[config.mk]
export PLATFORM = sky130hd
export DESIGN_NAME = mem_port_arbiter
export DESIGN_NICKNAME = d
export VERILOG_FILES = /design/src/rtl/mem_port_arbiter.sv
export SDC_FILE = /design/constraint.sdc
export NUM_CORES = 1
export LEC_CHECK = 0
export ABC_CLOCK_PERIOD_IN_PS = 2500
export CORE_AREA = 3 3 91 93
export CTS_CLUSTER_DIAMETER = 80
export CTS_CLUSTER_SIZE = 25
export DETAILED_ROUTE_END_ITERATION = 16
export DIE_AREA = 0 0 94 96
export GPL_TIMING_DRIVEN = 0
export MAX_ROUTING_LAYER = met4
export PLACE_DENSITY = 0.86
export SETUP_SLACK_MARGIN = 0.4
export SYNTH_ARGS = -nofsm -noshare
export SYNTH_HDL_FRONTEND = slang
export SYNTH_SLANG_ARGS = --single-unit
[constraint.sdc]
create_clock -name clk -period 2.5 [get_ports clk]
set_input_delay 0.375 -clock clk [delete_from_list [all_inputs] [get_ports clk]]
set_output_delay 0.375 -clock clk [all_outputs]
set_load 0.1 [all_outputs]
[src/rtl/mem_port_arbiter.sv]
// Single-port data memory arbiter: fetch (read-only) vs memory stage (rd/wr).
// Optional I-port fairness counter is enabled by defining MEM_PORT_ARBITER_FAIR_EN.
module mem_port_arbiter #(
    parameter int LATENCY    = 1,
    parameter int FAIR_LIMIT = 4
) (
    input  logic        clk,
    input  logic        rst,
    input  logic        i_req,
    input  logic [15:0] i_addr,
    output logic        i_ready,
    output logic [15:0] i_rdata,
    input  logic        d_req,
    input  logic        d_wr,
    input  logic [15:0] d_addr,
    input  logic [15:0] d_wdata,
    output logic        d_ready,
    output logic [15:0] d_rdata,
    output logic        mem_enable,
    output logic        mem_wr,
    output logic [15:0] mem_addr,
    output logic [15:0] mem_data_in,
    input  logic [15:0] mem_data_out,
    output logic        stall_fetch,
    output logic        stall_mem
);

    if (LATENCY < 1 || LATENCY > 15 || FAIR_LIMIT < 1 || FAIR_LIMIT > 15) begin : g_bad_param
        $error("mem_port_arbiter: LATENCY/FAIR_LIMIT out of range 1..15");
    end

    typedef enum logic [1:0] {
        IDLE   = 2'd0,
        ACCESS = 2'd1,
        RESP   = 2'd2
    } state_e;

    localparam logic [3:0] LAT_M1 = 4'(LATENCY - 1);

    state_e      state_q, state_d;
    logic [3:0]  cnt_q, cnt_d;
    logic        own_d_q, own_d_d;
    logic        en_q, en_d;
    logic        wr_q, wr_d;
    logic [15:0] addr_q, addr_d;
    logic [15:0] wdata_q, wdata_d;
    logic        i_ready_q, i_ready_d;
    logic        d_ready_q, d_ready_d;
    logic [15:0] i_rdata_q, i_rdata_d;
    logic [15:0] d_rdata_q, d_rdata_d;
    logic        grant_d;
    logic        grant_i;

`ifdef MEM_PORT_ARBITER_FAIR_EN
    localparam logic [3:0] FLIM = 4'(FAIR_LIMIT);

    logic [3:0] fair_q, fair_d;

    // I wins a tie once D has taken FAIR_LIMIT grants in a row while I waited
    assign grant_d = d_req & ~(i_req & (fair_q == FLIM));

    always_comb begin
        fair_d = fair_q;
        if (state_q == IDLE) begin
            if (grant_i) begin
                fair_d = 4'd0;
            end else if (grant_d && i_req && fair_q != FLIM) begin
                fair_d = fair_q + 4'd1;
            end
        end
    end

    always_ff @(posedge clk or negedge rst) begin
        if (!rst) begin
            fair_q <= 4'd0;
        end else begin
            fair_q <= fair_d;
        end
    end
`else
    assign grant_d = d_req;
`endif

    assign grant_i = i_req & ~grant_d;

    always_comb begin
        state_d   = state_q;
        cnt_d     = cnt_q;
        own_d_d   = own_d_q;
        en_d      = 1'b0;
        wr_d      = 1'b0;
        addr_d    = addr_q;
        wdata_d   = wdata_q;
        i_ready_d = 1'b0;
        d_ready_d = 1'b0;
        i_rdata_d = i_rdata_q;
        d_rdata_d = d_rdata_q;
        unique case (state_q)
            IDLE: begin
                if (grant_d || grant_i) begin
                    state_d = ACCESS;
                    cnt_d   = LAT_M1;
                    own_d_d = grant_d;
                    en_d    = 1'b1;
                    wr_d    = grant_d & d_wr;
                    addr_d  = grant_d ? d_addr : i_addr;
                    if (grant_d && d_wr) begin
                        wdata_d = d_wdata;
                    end
                end
            end
            ACCESS: begin
                if (cnt_q == 4'd0) begin
                    state_d   = RESP;
                    i_ready_d = ~own_d_q;
                    d_ready_d = own_d_q;
                    if (!wr_q) begin
                        if (own_d_q) begin
                            d_rdata_d = mem_data_out;
                        end else begin
                            i_rdata_d = mem_data_out;
                        end
                    end
                end else begin
                    cnt_d = cnt_q - 4'd1;
                    en_d  = 1'b1;
                    wr_d  = wr_q;
                end
            end
            RESP: begin
                state_d = IDLE;
            end
            default: begin
                state_d = IDLE;
            end
        endcase
    end

    always_ff @(posedge clk or negedge rst) begin
        if (!rst) begin
            state_q   <= IDLE;
            cnt_q     <= 4'd0;
            own_d_q   <= 1'b0;
            en_q      <= 1'b0;
            wr_q      <= 1'b0;
            addr_q    <= 16'h0000;
            wdata_q   <= 16'h0000;
            i_ready_q <= 1'b0;
            d_ready_q <= 1'b0;
            i_rdata_q <= 16'h0000;
            d_rdata_q <= 16'h0000;
        end else begin
            state_q   <= state_d;
            cnt_q     <= cnt_d;
            own_d_q   <= own_d_d;
            en_q      <= en_d;
            wr_q      <= wr_d;
            addr_q    <= addr_d;
            wdata_q   <= wdata_d;
            i_ready_q <= i_ready_d;
            d_ready_q <= d_ready_d;
            i_rdata_q <= i_rdata_d;
            d_rdata_q <= d_rdata_d;
        end
    end

    assign i_ready     = i_ready_q;
    assign d_ready     = d_ready_q;
    assign i_rdata     = i_rdata_q;
    assign d_rdata     = d_rdata_q;
    assign mem_enable  = en_q;
    assign mem_wr      = wr_q;
    assign mem_addr    = addr_q;
    assign mem_data_in = wdata_q;
    assign stall_fetch = i_req & ~i_ready_q;
    assign stall_mem   = d_req & ~d_ready_q;

endmodule

==> results of run 1 <==
[worst reg2reg max path: stages, from the launching register on]
cell and delay (ns):
sky130_fd_sc_hd__dfrtp_1 0.40, sky130_fd_sc_hd__inv_2 0.07, sky130_fd_sc_hd__ha_4 0.13, sky130_fd_sc_hd__or3b_1 0.36, sky130_fd_sc_hd__buf_6 0.14, sky130_fd_sc_hd__nor4_4 0.14
sky130_fd_sc_hd__buf_4 0.17, sky130_fd_sc_hd__buf_4 0.16, sky130_fd_sc_hd__mux2_4 0.31
[placed cells by master, fill, tap and decap left out, types with 2 or more instances in the layout]
cell / n
sky130_fd_sc_hd__and3_1: 2
sky130_fd_sc_hd__buf_2: 2
sky130_fd_sc_hd__buf_4: 11
sky130_fd_sc_hd__buf_6: 3
sky130_fd_sc_hd__bufinv_16: 3
sky130_fd_sc_hd__clkbuf_1: 6
sky130_fd_sc_hd__clkbuf_8: 9
sky130_fd_sc_hd__clkdlybuf4s50_1: 67
sky130_fd_sc_hd__dfrtp_1: 75
sky130_fd_sc_hd__dlygate4sd2_1: 67
sky130_fd_sc_hd__inv_2: 2
sky130_fd_sc_hd__inv_6: 2
sky130_fd_sc_hd__mux2_2: 38
sky130_fd_sc_hd__mux2_4: 10
sky130_fd_sc_hd__mux2i_1: 17
sky130_fd_sc_hd__nor2_1: 3
sky130_fd_sc_hd__nor2b_2: 2
sky130_fd_sc_hd__o21ai_0: 35
sky130_fd_sc_hd__o22ai_1: 2
[metrics by stage]
stage	setup slack, ns	hold WS, ns	std cells	utilization
floorplan	0.170	0.0794	220	-
global placement	-1.49	0.487	460	0.603
detailed placement	-0.966	0.182	461	0.606
CTS	0.137	0.354	486	0.642
global route	0.297	0.350	486	0.645
finish	0.344	0.362	486	0.645
[repair_timing]
action,4_1_cts,5_1_grt
setup buffers,7,0
hold endpoints to repair,2,0
gates resized for setup,91,6
hold buffers,1,0
setup endpoints to repair,102,29
pin swaps,2,1
cloned,1,0
[area by class of cell]
type | instances | area, µm²
clock buffer | 9 | 124
multi-input combinational | 129 | 1170
buffer | 13 | 77.6
fill | 596 | 2700
tap | 102 | 128
timing repair buffer | 148 | 1400
inverter | 3 | 11.3
clock inverter | 7 | 124
sequential | 75 | 1880
[worst max path at each step]
stage | start | to | depth (start not counted)
global placement | rst | i_rdata[11] | 1
CTS | d_req | stall_mem | 5
detailed placement | d_req | stall_mem | 5
finish | d_req | stall_mem | 5
floorplan | d_req | stall_mem | 3
global route | d_req | stall_mem | 5
[registers in the layout, indices dropped and copies added, names as in the netlist]
| name | cells |
|---|---|
| d_rdata | 16 |
| mem_data_in | 16 |
| mem_addr | 16 |
| i_ready | 1 |
| mem_enable | 1 |
| d_ready | 1 |
| cnt_q | 4 |
| mem_wr | 1 |
| state_q | 2 |
| i_rdata | 16 |
| own_d_q | 1 |
[routing by layer]
metal  vias up  wire length [µm]
met5         -                 0
met1      1188              3120
met4         0               103
li1       1112                 -
met3        11               489
met2        80              4010
[cell families after synthesis]
kind of cell | after synthesis | synth area share
AO/OA/AOI/OAI | 44 | 0.0791
adder cells (fa/ha/maj) | 1 | 0.00410
buffers and inverters | 16 | 0.0250
AND/OR/NAND/NOR | 19 | 0.0447
multiplexers | 65 | 0.233
flip-flops | 75 | 0.615
==> results.txt, run 1 <==
----------------------------------------------------
[Run status]
  Status ... finished clean

[Clock network]
  TritonCTS clock tree ... built
  Max H-tree Level ... 3
  Clk Latency, worst-skew pair ... 0.35 ns
  Clock sink total ... 75
  Total CTS buffers ... 9
  Longest Clk Path Bufs ... 2
  Clock transition at the register clock pins on the worst setup and hold paths after CTS ... 0.09 ns
  CTS Root Cell ... sky130_fd_sc_hd__clkbuf_8

[Timing]
  Slew @ Worst Pin ... 0.997 ns
  Tmin final ... 2.16 ns
  Post-route clock skew ... 0.0123 ns
  Top achievable clock speed ... 464 MHz
  Final hold violation count ... 0
  Ratio of final minimum period to clock period ... 0.862
  Max_slew headroom ... 0.338
  Accumulated negative setup slack ... 0 ns
  RSZ-0062 raised after global routing ... yes
  Final-report setup violation count ... 0
  Final-report max-slew violation count ... 0

[Worst setup path]
  Critical path peak fanout ... 10
  Arrival time at the worst endpoint ... 1.78 ns
  Critical path buffer and inverter count ... 4
  Setup CP Type ... input port to output port
  Cell with the largest stage delay on the worst path ... sky130_fd_sc_hd__clkdlybuf4s50_1
  Endpoint required time on the critical path ... 2.12 ns
  Delay-heaviest family, CP ... buffers and inverters
  Worst path cell trace ... clkdlybuf4s50_1, clkbuf_4, buf_4, nor2b_2, buf_6
  Max incr delay on CP ... 0.51 ns
  Crit end category ... output port
  Slack of the worst reg-to-reg path ... 0.53 ns
  R2r startpoint ... cnt_q[1]
  Kind of start point of the critical path ... input port
  Cells on worst reg2reg path ... 8
  Capture point of the worst reg-to-reg path ... i_rdata[15]

[Yosys]
  Ys flop type ... sky130_fd_sc_hd__dfrtp_1
  Post-synth top cells ... sky130_fd_sc_hd__dfrtp_1, sky130_fd_sc_hd__mux2_2, sky130_fd_sc_hd__o21ai_0
  Synthesized cell area ... 0.00305 mm²
  Yosys top cell by area ... sky130_fd_sc_hd__dfrtp_1
  Synth Area per Inst ... 13.9 µm²
  Synth warnings ... 0
  Async SR Flop Fraction ... 1.00
  Largest cells by area after synthesis ... sky130_fd_sc_hd__dfrtp_1, sky130_fd_sc_hd__mux2_2, sky130_fd_sc_hd__o21ai_0
  Flop and latch count out of synthesis ... 75
  EDFF count, synth ... 0
  Area fraction of the dominant cell type after synthesis ... 0.615
  Count of mapped cells out of synthesis ... 220
  Sequential share of the synthesized area ... 0.615
  Number of different library cells in the post-synthesis netlist ... 33
  Number of nets in the synthesized netlist ... 290
  Count leader, synth ... sky130_fd_sc_hd__dfrtp_1

[Hold path]
  Path category of the worst min-delay check ... input port to asynchronous set/reset pin

[Floorplan]
  Die area ... 0.00902 mm²
  Placeable core area ... 0.00761 mm²
  Chip Width ... 94 µm
  Effective utilization at floorplan ... 0.401
  Io pins ... 139
  Std cell rows ... 32
  Die Ht ... 96 µm

[Cells and area]
  Relative area change from synthesis to final layout ... 60.5%
  Total number of nets in the final design ... 449
  Share of cells above drive strength 1 ... 0.242
  Final design instance area without fill ... 0.00490 mm²
  Number of antenna cells inserted ... 0

[Global route]
  Antenna violations before repair ... 0
  Highest-utilization routing layer at the global route stage ... met2
  Pin count of the biggest net entering global routing ... 74
  Wire length of the first global-routing pass ... 12200 µm
  GR Layer Usage met3 ... 0.0485
  Total routing resource utilization after global routing ... 0.180
  GR Util met2 ... 0.297
  Met1 usage in global routing ... 0.212
  Via count of the first global-routing pass ... 2528
  GR Overflow Total ... 0

[Drt]
  Drt via density ... 4.92
  Total wire length ... 7730 µm
  Number of design-rule violations left by the first detailed-router iteration ... 76
  DRC ... 0
  Routed length per instance ... 15.9 µm
  1st-pass router iterations ... 5
  Total vias in the final route ... 2391
  Remaining antenna violation count ... 0

[Placed design]
  Cell area reported after detailed placement ... 0.00461 mm²
  Post-DP HPWL ... 5490 µm
  Number of input and output port buffers inserted ... 138
  Global placer's final weighted congestion ... 0.726

[Run]
  Number of max-capacitance violations reported ... 0

----------------------------------------------------
Power of run 1 is not shown: default switching activity piles up to over one toggle a cycle in this logic, so the estimate is an artifact.
==> run 2, diff against run 1 <==
Settings changed: CORE_AREA 3 3 91 93 to 3 3 79 81, DIE_AREA 0 0 94 96 to 0 0 82 84, DONT_BUFFER_PORTS set to 1, PLACE_DENSITY 0.86 to 0.78.
==> results.txt, run 2 (same netlist as run 1, synthesis figures left out) <==
----------------------------------------------------
[Drt]
  Total wire length ... 6440 µm (-17%)
  Number of design-rule violations left by the first detailed-router iteration ... 74 (-2.6%)
  Total vias in the final route ... 1851 (-23%)
  Remaining antenna violation count ... 0 (unchanged)
  Drt via density ... 5.86 (+19%)
  Routed length per instance ... 20.4 µm (+28%)
  1st-pass router iterations ... 4 (-1)
  DRC ... 0 (unchanged)

[Run]
  Number of max-capacitance violations reported ... 0 (unchanged)

[Cells and area]
  Number of antenna cells inserted ... 0 (unchanged)
  Share of cells above drive strength 1 ... 0.381 (+0.139)
  Relative area change from synthesis to final layout ... 14.4%
  FILL cells ... 422 (-29%)
  Total number of nets in the final design ... 309 (-31%)
  Post-route core utilization ... 0.631 (-0.0140)
  Most used cells in the layout excluding fill and tap cells ... sky130_fd_sc_hd__dfrtp_1, sky130_fd_sc_hd__mux2_2, sky130_fd_sc_hd__o21ai_0
  Most common cell after layout, fill and taps aside ... sky130_fd_sc_hd__dfrtp_1

[Timing]
  Max_slew headroom ... 0.385 (+0.0470)
  Worst hold slack ... -0.277 ns (-0.639 ns)
  Final-report setup violation count ... 0 (unchanged)
  RSZ-0062 raised after global routing ... no
  Final-report max-slew violation count ... 0 (unchanged)
  Post-route clock skew ... 0.00854 ns (-0.00374 ns)
  Slew @ Worst Pin ... 0.923 ns (-0.0745 ns)
  Ratio of final minimum period to clock period ... 0.810 (-0.0520)
  Final hold violation count ... 75 (+75)
  Tmin final ... 2.03 ns (-0.130 ns)
  Top achievable clock speed ... 494 MHz (+6.4%)

[Run status]
  Failing checks ... hold timing
  Status ... complete, but fails checks

[Worst setup path]
  Launching instance or port of the critical path ... cnt_q[0]
  Kind of start point of the critical path ... flip-flop
  Arrival time at the worst endpoint ... 2.25 ns (+0.47 ns)
  Cell with the largest stage delay on the worst path ... sky130_fd_sc_hd__dfrtp_1
  Delay-heaviest family, CP ... buffers and inverters
  Endpoint required time on the critical path ... 2.73 ns (+0.61 ns)
  Setup CP Type ... flip-flop to flip-flop
  Critical path peak fanout ... 5 (-5)
  Critical path buffer and inverter count ... 4 (unchanged)
  Most frequent cell on the critical path ... sky130_fd_sc_hd__buf_6
  R2r startpoint ... cnt_q[0]
  Crit end category ... flip-flop
  Max incr delay on CP ... 0.40 ns (-0.11 ns)
  Worst path cell trace ... inv_2, ha_4, or3b_4, buf_6, nor4_4, buf_4, buf_6, mux2_2

[Clock network]
  CTS Root Cell ... sky130_fd_sc_hd__clkbuf_8
  Max H-tree Level ... 3 (unchanged)
  Clock transition at the register clock pins on the worst setup and hold paths after CTS ... 0.08 ns (about the same)
  TritonCTS clock tree ... built
  Clk Latency, worst-skew pair ... 0.34 ns (about the same)
  Total CTS buffers ... 9 (unchanged)
  Longest Clk Path Bufs ... 2 (unchanged)
  Clock sink total ... 75 (unchanged)

[Global route]
  Wire length of the first global-routing pass ... 10200 µm (-17%)
  GR Overflow Total ... 0 (unchanged)
  Antenna violations before repair ... 0 (unchanged)
  Pin count of the biggest net entering global routing ... 76 (+2.7%)
  Total routing resource utilization after global routing ... 0.203 (+0.0230)
  Via count of the first global-routing pass ... 2099 (-17%)

[Floorplan]
  Die Ht ... 84 µm (-13%)
  Effective utilization at floorplan ... 0.551 (+0.150)
  Placeable core area ... 0.00554 mm² (-27%)
  Chip Width ... 82 µm (-13%)
  Io pins ... 139 (unchanged)
  Die area ... 0.00689 mm² (-24%)
  Std cell rows ... 27 (-16%)

[Hold path]
  Path category of the worst min-delay check ... input port to asynchronous set/reset pin

[Placed design]
  Number of input and output port buffers inserted ... 0 (-100%)
  Post-DP HPWL ... 4480 µm (-18%)
  Global placer's final weighted congestion ... 0.773 (+6.5%)

----------------------------------------------------
==> run 2: cell types whose count changed in the layout (fill, tap and decap cells not counted), moves of 2 or more <==
cell and change:
sky130_fd_sc_hd__buf_4 -4, sky130_fd_sc_hd__dlygate4sd2_1 -67, sky130_fd_sc_hd__dfrtp_1 -3, sky130_fd_sc_hd__clkdlybuf4s50_1 -67, sky130_fd_sc_hd__mux2_4 -9, sky130_fd_sc_hd__dfrtp_2 +3, sky130_fd_sc_hd__nor2b_4 +2, sky130_fd_sc_hd__nor2b_2 -2
sky130_fd_sc_hd__buf_2 +2, sky130_fd_sc_hd__mux2_2 +9
==> run 2: metrics by stage <==
step	setup slack, ns	instance area, µm²	std cells	setup TNS, ns	hold WS [ns]
after floorplan	0.170	3080	220	0	0.0794
after global placement	0.0164	3170	292	0	0.0809
after detailed placement	-0.0218	3170	292	-0.0218	0.0811
after CTS	0.318	3470	315	0	-0.293
after global routing	0.394	3490	316	0	-0.322
final	0.474	3490	316	0	-0.277
==> run 2: per-layer routing <==
metal | track usage | up-vias | wire length, µm
li1 | - | 826 | -
met1 | 0.229 | 940 | 2340
met4 | 0.0650 | 0 | 92
met3 | 0.0767 | 8 | 527
met2 | 0.328 | 77 | 3470
met5 | - | - | 0
==> run 2: final timing paths <==
kind | endpoint | slack, ns | cells after the start
worst max-delay path | i_rdata[12] | 0.47 | 8
max in group asynchronous | d_ready | 2.67 | 0
worst min register to register | i_ready | 0.58 | 1
min in group clk | d_rdata[11] | 0.18 | 1
worst min-delay path | mem_data_in[12] | -0.28 | 0
worst max register to register | i_rdata[12] | 0.47 | 8
==> run 2: final cells by class <==
type / instances / area [µm²] / area share
Timing Repair Buffer: 8 / 67.6 / 0.0193
Clock buffer: 9 / 124 / 0.0355
Buffer: 13 / 72.6 / 0.0208
Inverter: 3 / 11.3 / 0.00322
Multi-Input combinational cell: 129 / 1150 / 0.328
Clock inverter: 7 / 101 / 0.0290
Sequential cell: 75 / 1880 / 0.538
Tap cell: 72 / 90.1 / 0.0258
==> run 2: timing repair <==
action / in CTS / in global routing
cloned: 1 / 0
setup endpoints to repair: 34 / 27
gates resized for setup: 10 / 4
hold endpoints to repair: 75 / 75
buffers inserted: 6 / 1
pin swaps: 2 / 2
Power of run 2 is left out for the same reason.
==> run 3, diff against run 2 <==
Settings changed: ABC_CLOCK_PERIOD_IN_PS 2500 to 1800, PLACE_DENSITY 0.78 to 0.81.
Clock period 2.5 ns to 1.8 ns, I/O delays scaled along.
==> results.txt, run 3 (same netlist as run 1, synthesis figures left out) <==
----------------------------------------------------
[Cells and area]
  Total number of nets in the final design ... 331 (+7.1%)
  Number of antenna cells inserted ... 0 (unchanged)
  Most common cell after layout, fill and taps aside ... sky130_fd_sc_hd__dfrtp_2
  Share of cells above drive strength 1 ... 0.748 (+0.367)
  Relative area change from synthesis to final layout ... 37.6%
  Post-route non-filler standard cell count ... 338 (+7.0%)
  Most used cells in the layout excluding fill and tap cells ... sky130_fd_sc_hd__dfrtp_2, sky130_fd_sc_hd__mux2_4, sky130_fd_sc_hd__o21ai_1

[Drt]
  Routed length per instance ... 22.5 µm (+10%)
  Total vias in the final route ... 2000 (+8.0%)
  1st-pass router iterations ... 4 (unchanged)
  Number of design-rule violations left by the first detailed-router iteration ... 55 (-26%)
  DRC ... 0 (unchanged)
  Drt via density ... 5.92 (+1.0%)
  Remaining antenna violation count ... 0 (unchanged)
  Total wire length ... 7600 µm (+18%)

[Worst setup path]
  Crit end category ... flip-flop
  Arrival time at the worst endpoint ... 2.23 ns (-0.02 ns)
  Cells on worst reg2reg path ... 8 (unchanged)
  Critical path peak fanout ... 6 (+1)
  Endpoint required time on the critical path ... 2.02 ns (-0.71 ns)
  Slack of the worst reg-to-reg path ... -0.21 ns (-0.68 ns)
  Kind of start point of the critical path ... flip-flop
  Capture point of the worst reg-to-reg path ... i_rdata[5]
  R2r startpoint ... cnt_q[0]
  Setup CP Type ... flip-flop to flip-flop

[Hold path]
  Path category of the worst min-delay check ... input port to asynchronous set/reset pin

[Clock network]
  CTS Root Cell ... sky130_fd_sc_hd__clkbuf_8
  Total CTS buffers ... 9 (unchanged)
  Max H-tree Level ... 3 (unchanged)
  Clock transition at the register clock pins on the worst setup and hold paths after CTS ... 0.07 ns (about the same)
  Longest Clk Path Bufs ... 2 (unchanged)
  TritonCTS clock tree ... built
  Clock sink total ... 75 (unchanged)
  Clk Latency, worst-skew pair ... 0.33 ns (about the same)

[Global route]
  Total routing resource utilization after global routing ... 0.221 (+0.0186)
  Antenna violations before repair ... 0 (unchanged)
  Highest-utilization routing layer at the global route stage ... met2
  Met1 usage in global routing ... 0.255 (+0.0257)
  GR Util met2 ... 0.356 (+0.0279)
  Via count of the first global-routing pass ... 2141 (+2.0%)
  Wire length of the first global-routing pass ... 11200 µm (+9.8%)
  Pin count of the biggest net entering global routing ... 76 (unchanged)
  GR Overflow Total ... 0 (unchanged)
  GR Layer Usage met3 ... 0.0756 (-0.00108)

[Run]
  Number of max-capacitance violations reported ... 0 (unchanged)

[Timing]
  Final-report setup violation count ... 33 (+33)
  Post-route clock skew ... 0.00477 ns (-0.00377 ns)
  Tmin final ... 2.01 ns (-0.0166 ns)
  Slew @ Worst Pin ... 0.732 ns (-0.191 ns)
  Worst setup margin ... -0.209 ns (-0.683 ns)
  Worst hold slack ... -0.371 ns (-0.0938 ns)
  Max_slew headroom ... 0.512 (+0.127)
  Final hold violation count ... 75 (unchanged)
  Accumulated negative setup slack ... -5.59 ns (-5.59 ns)
  Final-report max-slew violation count ... 0 (unchanged)
  Top achievable clock speed ... 498 MHz (+0.83%)
  RSZ-0062 raised after global routing ... yes
  Ratio of final minimum period to clock period ... 1.12 (+0.306)

[Floorplan]
  Chip Width ... 82 µm (unchanged)
  Die Ht ... 84 µm (unchanged)
  Io pins ... 139 (unchanged)
  Placeable core area ... 0.00554 mm² (unchanged)
  Die area ... 0.00689 mm² (unchanged)
  Effective utilization at floorplan ... 0.551 (unchanged)
  Std cell rows ... 27 (unchanged)

[Run status]
  Status ... complete, but fails checks
  Failing checks ... hold timing, setup timing

[Placed design]
  Number of input and output port buffers inserted ... 0 (unchanged)
  Post-place setup slack ... -0.516 ns (-0.494 ns)
  Global placer's final weighted congestion ... 0.713 (-7.8%)
  Inst Count DP ... 292 (unchanged)
  Post-DP HPWL ... 4510 µm (+0.80%)

----------------------------------------------------
-- run 3: cell count changes in the layout (fill, tap and decap cells not counted), moves of 6 or more --
cell                      delta
sky130_fd_sc_hd__buf_6      +11
sky130_fd_sc_hd__buf_8       +6
sky130_fd_sc_hd__dfrtp_1    -65
sky130_fd_sc_hd__dfrtp_2    +62
sky130_fd_sc_hd__mux2_2     -32
sky130_fd_sc_hd__mux2_4     +32
sky130_fd_sc_hd__o21ai_0    -34
sky130_fd_sc_hd__o21ai_1    +22
sky130_fd_sc_hd__o21ai_2    +11
-- run 3: worst max path at each step --
stage / start / endpoint / slack [ns] / cells after the start
3_3_place_gp: cnt_q[0] / i_rdata[9] / -0.53 / 7
3_5_place_dp: cnt_q[0] / i_rdata[1] / -0.52 / 7
6_report: cnt_q[0] / i_rdata[5] / -0.21 / 8
4_1_cts: cnt_q[0] / i_rdata[1] / -0.23 / 8
2_1_floorplan: d_req / stall_mem / -0.32 / 3
5_1_grt: cnt_q[0] / i_rdata[6] / -0.30 / 8
-- run 3: metrics by stage --
| stage | util | cell area [µm²] |
|---|---|---|
| after floorplan | - | 3170 |
| after global placement | 0.588 | 3260 |
| after detailed placement | 0.588 | 3260 |
| after CTS | 0.725 | 4020 |
| after global routing | 0.759 | 4200 |
| final | 0.759 | 4200 |
-- run 3: worst max-delay path, stage by stage (launching register included) --
cell and delay, ns:
sky130_fd_sc_hd__dfrtp_1 0.40, sky130_fd_sc_hd__inv_2 0.09, sky130_fd_sc_hd__ha_4 0.14, sky130_fd_sc_hd__or3b_1 0.37, sky130_fd_sc_hd__buf_6 0.14, sky130_fd_sc_hd__nor4_4 0.13
sky130_fd_sc_hd__buf_4 0.19, sky130_fd_sc_hd__buf_8 0.14, sky130_fd_sc_hd__mux2_4 0.30
-- run 3: layout make-up --
| cell class | instances | area, µm² |
|---|---|---|
| tap | 72 | 90.1 |
| sequential | 75 | 1970 |
| inverter | 3 | 13.8 |
| multi-input combinational | 129 | 1370 |
| clock inverter | 5 | 125 |
| buffer | 13 | 139 |
| fill | 317 | 1340 |
| timing repair buffer | 30 | 367 |
| clock buffer | 11 | 131 |
-- run 3: what timing repair did --
| action | 4_1_cts | 5_1_grt |
|---|---|---|
| setup endpoints to repair | 119 | 85 |
| gates resized for setup | 120 | 66 |
| hold endpoints to repair | 75 | 75 |
| gates cloned | 3 | 2 |
| buffers inserted | 20 | 5 |
| pin swaps | 10 | 13 |
-- run 3: layer usage --
| metal | wire length, µm | share of wire | vias to the layer above |
|---|---|---|---|
| met1 | 2820 | 0.37 | 1020 |
| li1 | - | - | 877 |
| met4 | 92 | 0.012 | 0 |
| met2 | 4060 | 0.53 | 93 |
| met5 | 0 | 0 | - |
| met3 | 629 | 0.083 | 10 |
Power of run 3 is left out for the same reason.
